<file path="src/rtl/narrow_serializer.sv">
// Narrows 32-bit register words onto a 16-bit beat bus: HALF mode emits one checked beat, WORD mode two beats (low first).
// Optional clamping of overflowing HALF beats is enabled by defining NARROW_SAT_EN.
module narrow_serializer #(
    parameter int DIN_W  = 32,  // must equal 2*DOUT_W
    parameter int DOUT_W = 16,
    parameter int CNT_W  = 8
) (
    input  logic              clk_i,
    input  logic              rst_i,
    input  logic              in_valid_i,
    output logic              in_ready_o,
    input  logic [DIN_W-1:0]  data_i,
    input  logic              mode_i,
    output logic              out_valid_o,
    input  logic              out_ready_i,
    output logic [DOUT_W-1:0] data_o,
    output logic              last_o,
    output logic              ovf_o,
    output logic [CNT_W-1:0]  ovf_cnt_o,
    input  logic              cnt_clr_i
);

    typedef enum logic [1:0] {
        IDLE    = 2'd0,
        SEND_LO = 2'd1,
        SEND_HI = 2'd2
    } state_e;

    localparam logic MODE_HALF = 1'b0;

    state_e              state_q, state_d;
    logic [DIN_W-1:0]    word_q, word_d;
    logic                mode_q, mode_d;
    logic [DOUT_W-1:0]   data_q, data_d;
    logic [CNT_W-1:0]    cnt_q, cnt_d;

    logic                word_ovf;
    logic [DOUT_W-1:0]   lo_beat;
    logic                accept;
    logic                out_hs;

    // Word survives re-sign-extension only if the upper half replicates bit 15.
    assign word_ovf = (word_q[DIN_W-1:DOUT_W] != {DOUT_W{word_q[DOUT_W-1]}});

`ifdef NARROW_SAT_EN
    always_comb begin
        lo_beat = word_q[DOUT_W-1:0];
        if (mode_q == MODE_HALF && word_ovf) begin
            lo_beat = word_q[DIN_W-1] ? {1'b1, {(DOUT_W-1){1'b0}}}
                                      : {1'b0, {(DOUT_W-1){1'b1}}};
        end
    end
`else
    assign lo_beat = word_q[DOUT_W-1:0];
`endif

    always_comb begin
        out_valid_o = 1'b0;
        last_o      = 1'b0;
        ovf_o       = 1'b0;
        data_o      = data_q;
        case (state_q)
            SEND_LO: begin
                out_valid_o = 1'b1;
                last_o      = (mode_q == MODE_HALF);
                ovf_o       = (mode_q == MODE_HALF) && word_ovf;
                data_o      = lo_beat;
            end
            SEND_HI: begin
                out_valid_o = 1'b1;
                last_o      = 1'b1;
                data_o      = word_q[DIN_W-1:DOUT_W];
            end
            default: ;
        endcase
    end

    assign out_hs     = out_valid_o & out_ready_i;
    assign in_ready_o = (state_q == IDLE) | (out_valid_o & last_o & out_ready_i);
    assign accept     = in_valid_i & in_ready_o;
    assign ovf_cnt_o  = cnt_q;

    always_comb begin
        state_d = state_q;
        word_d  = word_q;
        mode_d  = mode_q;
        // data_q tracks the presented beat so IDLE keeps showing the last one.
        data_d  = data_o;
        if (accept) begin
            word_d = data_i;
            mode_d = mode_i;
        end
        case (state_q)
            IDLE: begin
                if (accept) state_d = SEND_LO;
            end
            SEND_LO: begin
                if (out_hs) begin
                    if (mode_q != MODE_HALF) state_d = SEND_HI;
                    else                     state_d = accept ? SEND_LO : IDLE;
                end
            end
            SEND_HI: begin
                if (out_hs) state_d = accept ? SEND_LO : IDLE;
            end
            default: state_d = IDLE;
        endcase
    end

    // Clear wins over a coincident increment; increment stops at all-ones.
    always_comb begin
        cnt_d = cnt_q;
        if (cnt_clr_i) begin
            cnt_d = '0;
        end else if (out_hs && ovf_o && (cnt_q != {CNT_W{1'b1}})) begin
            cnt_d = cnt_q + 1'b1;
        end
    end

    always_ff @(posedge clk_i) begin
        if (!rst_i) begin
            state_q <= IDLE;
            word_q  <= '0;
            mode_q  <= 1'b0;
            data_q  <= '0;
            cnt_q   <= '0;
        end else begin
            state_q <= state_d;
            word_q  <= word_d;
            mode_q  <= mode_d;
            data_q  <= data_d;
            cnt_q   <= cnt_d;
        end
    end

endmodule

</file>
<file path="config.mk">
export PLATFORM = sky130hd
export DESIGN_NAME = narrow_serializer
export DESIGN_NICKNAME = d
export VERILOG_FILES = /design/src/rtl/narrow_serializer.sv
export SDC_FILE = /design/constraint.sdc
export NUM_CORES = 1
export LEC_CHECK = 0
export CAP_MARGIN = 20
export CORE_MARGIN = 4
export CORE_UTILIZATION = 49
export CTS_CLUSTER_DIAMETER = 100
export DETAILED_ROUTE_END_ITERATION = 16
export HOLD_SLACK_MARGIN = 0.05
export PLACE_DENSITY = 0.87
export REMOVE_ABC_BUFFERS = 1
export SETUP_SLACK_MARGIN = 0.5
export SKIP_LAST_GASP = 1
export SYNTH_ARGS = -nofsm -noshare
export SYNTH_HDL_FRONTEND = slang
export SYNTH_SLANG_ARGS = --single-unit
</file>
<file path="constraint.sdc">
create_clock -name clk_i -period 2.46 [get_ports clk_i]
set_input_delay 0.492 -clock clk_i [delete_from_list [all_inputs] [get_ports clk_i]]
set_output_delay 0.492 -clock clk_i [all_outputs]
set_load 0.03 [all_outputs]
</file>
# Word level (Yosys, flattened, before mapping)
# Index checks and enable logic that the tools add are counted.
[totals]
ff_bits = 59
in_bits = 38
output_inout_bits = 28
word_cells = 37
[classes]
n_addsub = 1
n_eq_ne = 7
muxes = 10
bitwise = 7
reduce_logical = 7
[ops]
columns = ["cell", "count"]
rows = [
  ["$pmux W16 S2", 1],
  ["$ne A16 B16 Y1", 1],
  ["$add A8 B1 Y8 const B", 1],
  ["$mux W2", 4],
  ["$ne A8 B8 Y1 const B", 1],
  ["$ne A2 B2 Y1 const B", 3],
  ["$pmux W2 S3", 1],
  ["$and A1 B1 Y1", 4],
  ["$reduce_or A2 Y1", 2],
  ["$logic_and A1 B1 Y1", 3],
  ["$mux W1", 3],
  ["$reduce_and A3 Y1", 1],
  ["$eq A2 B1 Y1 const B", 1],
  ["$eq A2 B2 Y1 const B", 1],
  ["$logic_not A2 Y1", 1],
  ["$not A1 Y1", 2],
  ["$pmux W1 S2", 1],
  ["$or A1 B1 Y1", 1],
]

# Longest topological paths before layout
[depth]
ltp_word = 11
ltp_mapped = 9

# Worst setup path before layout
# OpenSTA, ideal clock, no wires.
[synth_timing]
path_kind = "flip-flop to output port"
start = "reg state_q[0]"
end = "out data_o[0]"
arrival_ps = 1934
slack_ps = 34
stages_incl_launch_ff = 7
path_buffers = 2
path_cell_list = "dfxtp_1 > inv_1 > ha_1 > buf_2 > clkbuf_1 > nor2_1 > a21oi_1"
[synth_via]
elab_chain_cells = 2
elab_cells_between_ends = 3
cone_classes = "2 x eq/ne; 1 x mux"
[synth_rtl]
columns = ["item", "line", "text"]
rows = [
  ["start, declared", "31", "state_e state_q, state_d;"],
  ["start signal, assigned", "128", "state_q <= state_d;"],
  ["$eq A2 B2 Y1 or $eq A2 B1 Y1 (tied branches)", "62", "case (state_q)"],
  ["$pmux W16 S2 (*)", "62", ""],
  ["end, declared", "16", "output logic [DOUT_W-1:0] data_o,"],
]
# Mark *: on every way between the ends. The rest lies on a longest branch, timed or not.

# Worst setup path in the final report
[layout_timing]
start = "reg word_q[31]"
end = "out ovf_o"
[layout_via]
elab_chain_cells = 3
[layout_rtl]
columns = ["item", "line", "text"]
rows = [
  ["start, declared", "32", "logic [DIN_W-1:0] word_q, word_d;"],
  ["start signal, assigned", "129", "word_q <= word_d;"],
  ["$ne A16 B16 Y1", "43", "assign word_ovf = (word_q[DIN_W-1:DOUT_W] != {DOUT_W{word_q[DOUT_W-1]}});"],
  ["$logic_and A1 B1 Y1", "66", "ovf_o = (mode_q == MODE_HALF) && word_ovf;"],
  ["$mux W1", "62", ""],
  ["end, declared", "18", "output logic ovf_o,"],
]
# No other way between the ends.

==> flow_metrics.env <==
export IMPL_crit_required_ns=1.97
export IMPL_post_synth_top_flop="sky130_fd_sc_hd__dfxtp_1"
export IMPL_hold_viol_final=0
export IMPL_critPathCaptureType="primary output"
export IMPL_fin_crit_ns=2.39
export IMPL_clk_latency_ns=0.37
export IMPL_die_y_um=81.5
export IMPL_count_of_input_and_output_buffers=65
export IMPL_nets=465
export IMPL_viasPerCell=6.12
export IMPL_globalplace_congestion=0.798
export IMPL_largest_net_degree_at_the_start_of_global_routing=32
export IMPL_critical_path_depth=5
export IMPL_design_portCount=66
export IMPL_crit_type="reg -> out"
export IMPL_fp_row_count=26
export IMPL_yosys_warnings=0
export IMPL_final_max_slew_violation_count=0
export IMPL_hpwl_um=4630
export IMPL_max_slew_margin_pct=72.7
export IMPL_cts_inserted_buffers=9
export IMPL_multiInputGateArea_um2=1820
export IMPL_seq_area_um2=1190
export IMPL_gr_total_overflow=0
export IMPL_cts_sinks=59
export IMPL_cp_max_fo=4
export IMPL_globalRouteTotalUtil_pct=26.8
export IMPL_post_synth_cell_area_avg_um2=8.17
export IMPL_status="complete, no violations"
export IMPL_worst_path_max_delay_cell="sky130_fd_sc_hd__or3_1"
export IMPL_most_numerous_cell_in_the_yosys_netlist="sky130_fd_sc_hd__nand2_1"
export IMPL_final_setup_skew_ns=0.0230
export IMPL_worst_slew_pin_slew_ns=0.409
export IMPL_timing_hold_worst_class="reg -> reg"
export IMPL_reg2regPathDepth=9
export IMPL_synth_top_cell_by_area="sky130_fd_sc_hd__dfxtp_1"
export IMPL_synth_seq_cells=59
export IMPL_cts_hold_buffers_added=0
export IMPL_cap_viol_max_count=0
export IMPL_synth_edff_count=0
export IMPL_route_detailed_wl_per_inst_um=21.3
export IMPL_setup_viol_count_final=0
export IMPL_cp_start_kind="flop"
export IMPL_buffer_cell_driving_the_clock_tree_root="sky130_fd_sc_hd__clkbuf_8"
export IMPL_leakagePower_nw=1.76
export IMPL_start_util_pct=51.2
export IMPL_final_period_utilization_pct=97.0
export IMPL_placedCellCount=454
export IMPL_die_w_um=81.5
export IMPL_setup_tns_ns=0
export IMPL_post_synth_most_frequent_cells="sky130_fd_sc_hd__nand2_1 (75), sky130_fd_sc_hd__dfxtp_1 (59), sky130_fd_sc_hd__a21boi_0 (34), sky130_fd_sc_hd__a21oi_1 (21), sky130_fd_sc_hd__nor2_1 (18)"
export IMPL_irDropWorstVdd_uv=942
export IMPL_synth_cells=324
export IMPL_path_cells="or3_1 > nor4_4 > o22a_2 > nor2_2 > buf_6"
export IMPL_synth_seq_area_share_pct=44.6
export IMPL_design_die_area_um2=6640
export IMPL_detail_route_wirelength_um=10600
export IMPL_instances_no_fill=497
export IMPL_post_route_cells_drive_above_1_share_pct=36.1
export IMPL_area_growth_pct=71.1
export IMPL_synth_area_leaders="sky130_fd_sc_hd__dfxtp_1 (45%), sky130_fd_sc_hd__nand2_1 (11%), sky130_fd_sc_hd__a21boi_0 (9.6%)"
export IMPL_core_um2=5170
export IMPL_synth_area_um2=2650
export IMPL_async_sr_flop_fraction_pct=0
export IMPL_achievable_frequency_mhz=419
export IMPL_path_delay_family="simple AND/OR/NAND/NOR gates"
export IMPL_setup_repair_after_global_routing_missed_its_margin="yes"
export IMPL_count_of_buffering_cells_on_the_critical_path_with_inverters_included=1
export IMPL_design_power_total_mw=5.35
export IMPL_via_count_of_the_first_global_routing_pass=2762
export IMPL_grt_first_pass_wirelength_um=13200
export IMPL_cts_clk_slew_worst_paths_ns=0.09
export IMPL_ys_types=34
export IMPL_drt_drc_violations_left=0
export IMPL_detailedRoute_firstIterationViolations=336
export IMPL_top_area_cell_type_share_of_the_netlist_area_pct=44.6
export IMPL_cts_max_level=3
export IMPL_antenna_violations_before_repair=0
export IMPL_ant_nets=0
export IMPL_num_antenna_cells=0
export IMPL_final_util_pct=87.5
export IMPL_cp_data_arrival_time_ns=1.89
export IMPL_drt_pre_antenna_iters=5
export IMPL_cts_tree="yes"
export IMPL_timing_hold_ws_ns=0.485
export IMPL_critical_path_max_stage_delay_ns=0.44
export IMPL_cts_buffer_depth=2
export IMPL_vias=3044
export IMPL_final_fill_count=210
export IMPL_whs_path_depth=2
export IMPL_p_per_area_nw_per_um2=1180
==> cell usage in the layout, fill, tap and decap left out, types with 6 or more instances in the layout <==
cell type                         instances
sky130_fd_sc_hd__a22oi_2                 16
sky130_fd_sc_hd__buf_4                   20
sky130_fd_sc_hd__buf_6                   30
sky130_fd_sc_hd__nor2_1                  10
sky130_fd_sc_hd__a21oi_4                 12
sky130_fd_sc_hd__clkbuf_8                11
sky130_fd_sc_hd__dlymetal6s2s_1           6
sky130_fd_sc_hd__a21oi_2                  9
sky130_fd_sc_hd__and2_1                  17
sky130_fd_sc_hd__buf_12                   7
sky130_fd_sc_hd__dfxtp_1                 55
sky130_fd_sc_hd__a21boi_0                34
sky130_fd_sc_hd__nand2_1                 73
sky130_fd_sc_hd__clkdlybuf4s50_1         39
==> worst register-to-register path: stages (launching register included) <==
cell	delay (ns)
sky130_fd_sc_hd__dfxtp_4	0.38
sky130_fd_sc_hd__inv_4	0.05
sky130_fd_sc_hd__ha_4	0.36
sky130_fd_sc_hd__buf_6	0.15
sky130_fd_sc_hd__nand2_8	0.07
sky130_fd_sc_hd__a21oi_1	0.24
sky130_fd_sc_hd__o21a_1	0.24
sky130_fd_sc_hd__buf_12	0.20
sky130_fd_sc_hd__nand2_1	0.12
sky130_fd_sc_hd__a21boi_0	0.30
==> per-stage QoR <==
stage	area [um2]	setup WS, ns
4_1_cts	4100	0.229
3_3_place_gp	3400	0.0381
2_1_floorplan	2560	-0.638
3_5_place_dp	3400	0.0385
6_report	4530	0.0748
5_1_grt	4530	0.0474
==> repair_timing <==
action,in CTS,in global routing
cloned,3,0
pin swaps,21,19
gates resized for setup,94,70
setup endpoints to repair,25,68
buffers inserted,8,16
==> kinds of logic (layout without fill, tap and decap cells) <==
family / Yosys count / after routing / share of synthesized area, %
fa+ha+maj: 5 / 5 / 2.36
simple gates: 143 / 143 / 25.2
compound gates: 92 / 92 / 23.8
flops: 59 / 59 / 44.6
buf+inv: 25 / 128 / 3.92
==> worst paths after layout <==
| check | startpoint | endpoint | slack, ns |
|---|---|---|---|
| min | word_q[14] | word_q[14] | 0.48 |
| max | word_q[31] | ovf_o | 0.07 |
| min reg2reg | word_q[14] | word_q[14] | 0.48 |
| max reg2reg | state_q[1] | word_q[22] | 0.25 |
==> flip-flops by register name, indices dropped and copies added, names as in the netlist <==
register,cells
word_q,32
data_q,16
ovf_cnt_o,8
state_q,2
mode_q,1
==> area by class of cell <==
type,count,area share [%]
clock buffer,12,3.43
clock inverter,4,1.08
inverter,4,0.442
multi-input combinational,240,40.1
sequential,59,26.3
tap,70,1.93
timing repair buffer,108,26.7
==> layer usage <==
metal | wire [um] | share of wire [%] | GRT usage (%)
met1 | 3930 | 37 | 30.2
met5 | 0 | 0 | 0
met4 | 657 | 6.2 | 14.0
met2 | 5070 | 48 | 46.4
met3 | 906 | 8.6 | 6.80
==> power by group <==
part           total (mW)  leakage, nW  internal [mW]  switching [mW]
clock               0.932        0.106          0.522           0.411
combinational        3.14         1.17           1.46            1.68
sequential           1.28        0.486           1.14           0.139
Note: power is estimated with default switching activity, not from simulation.
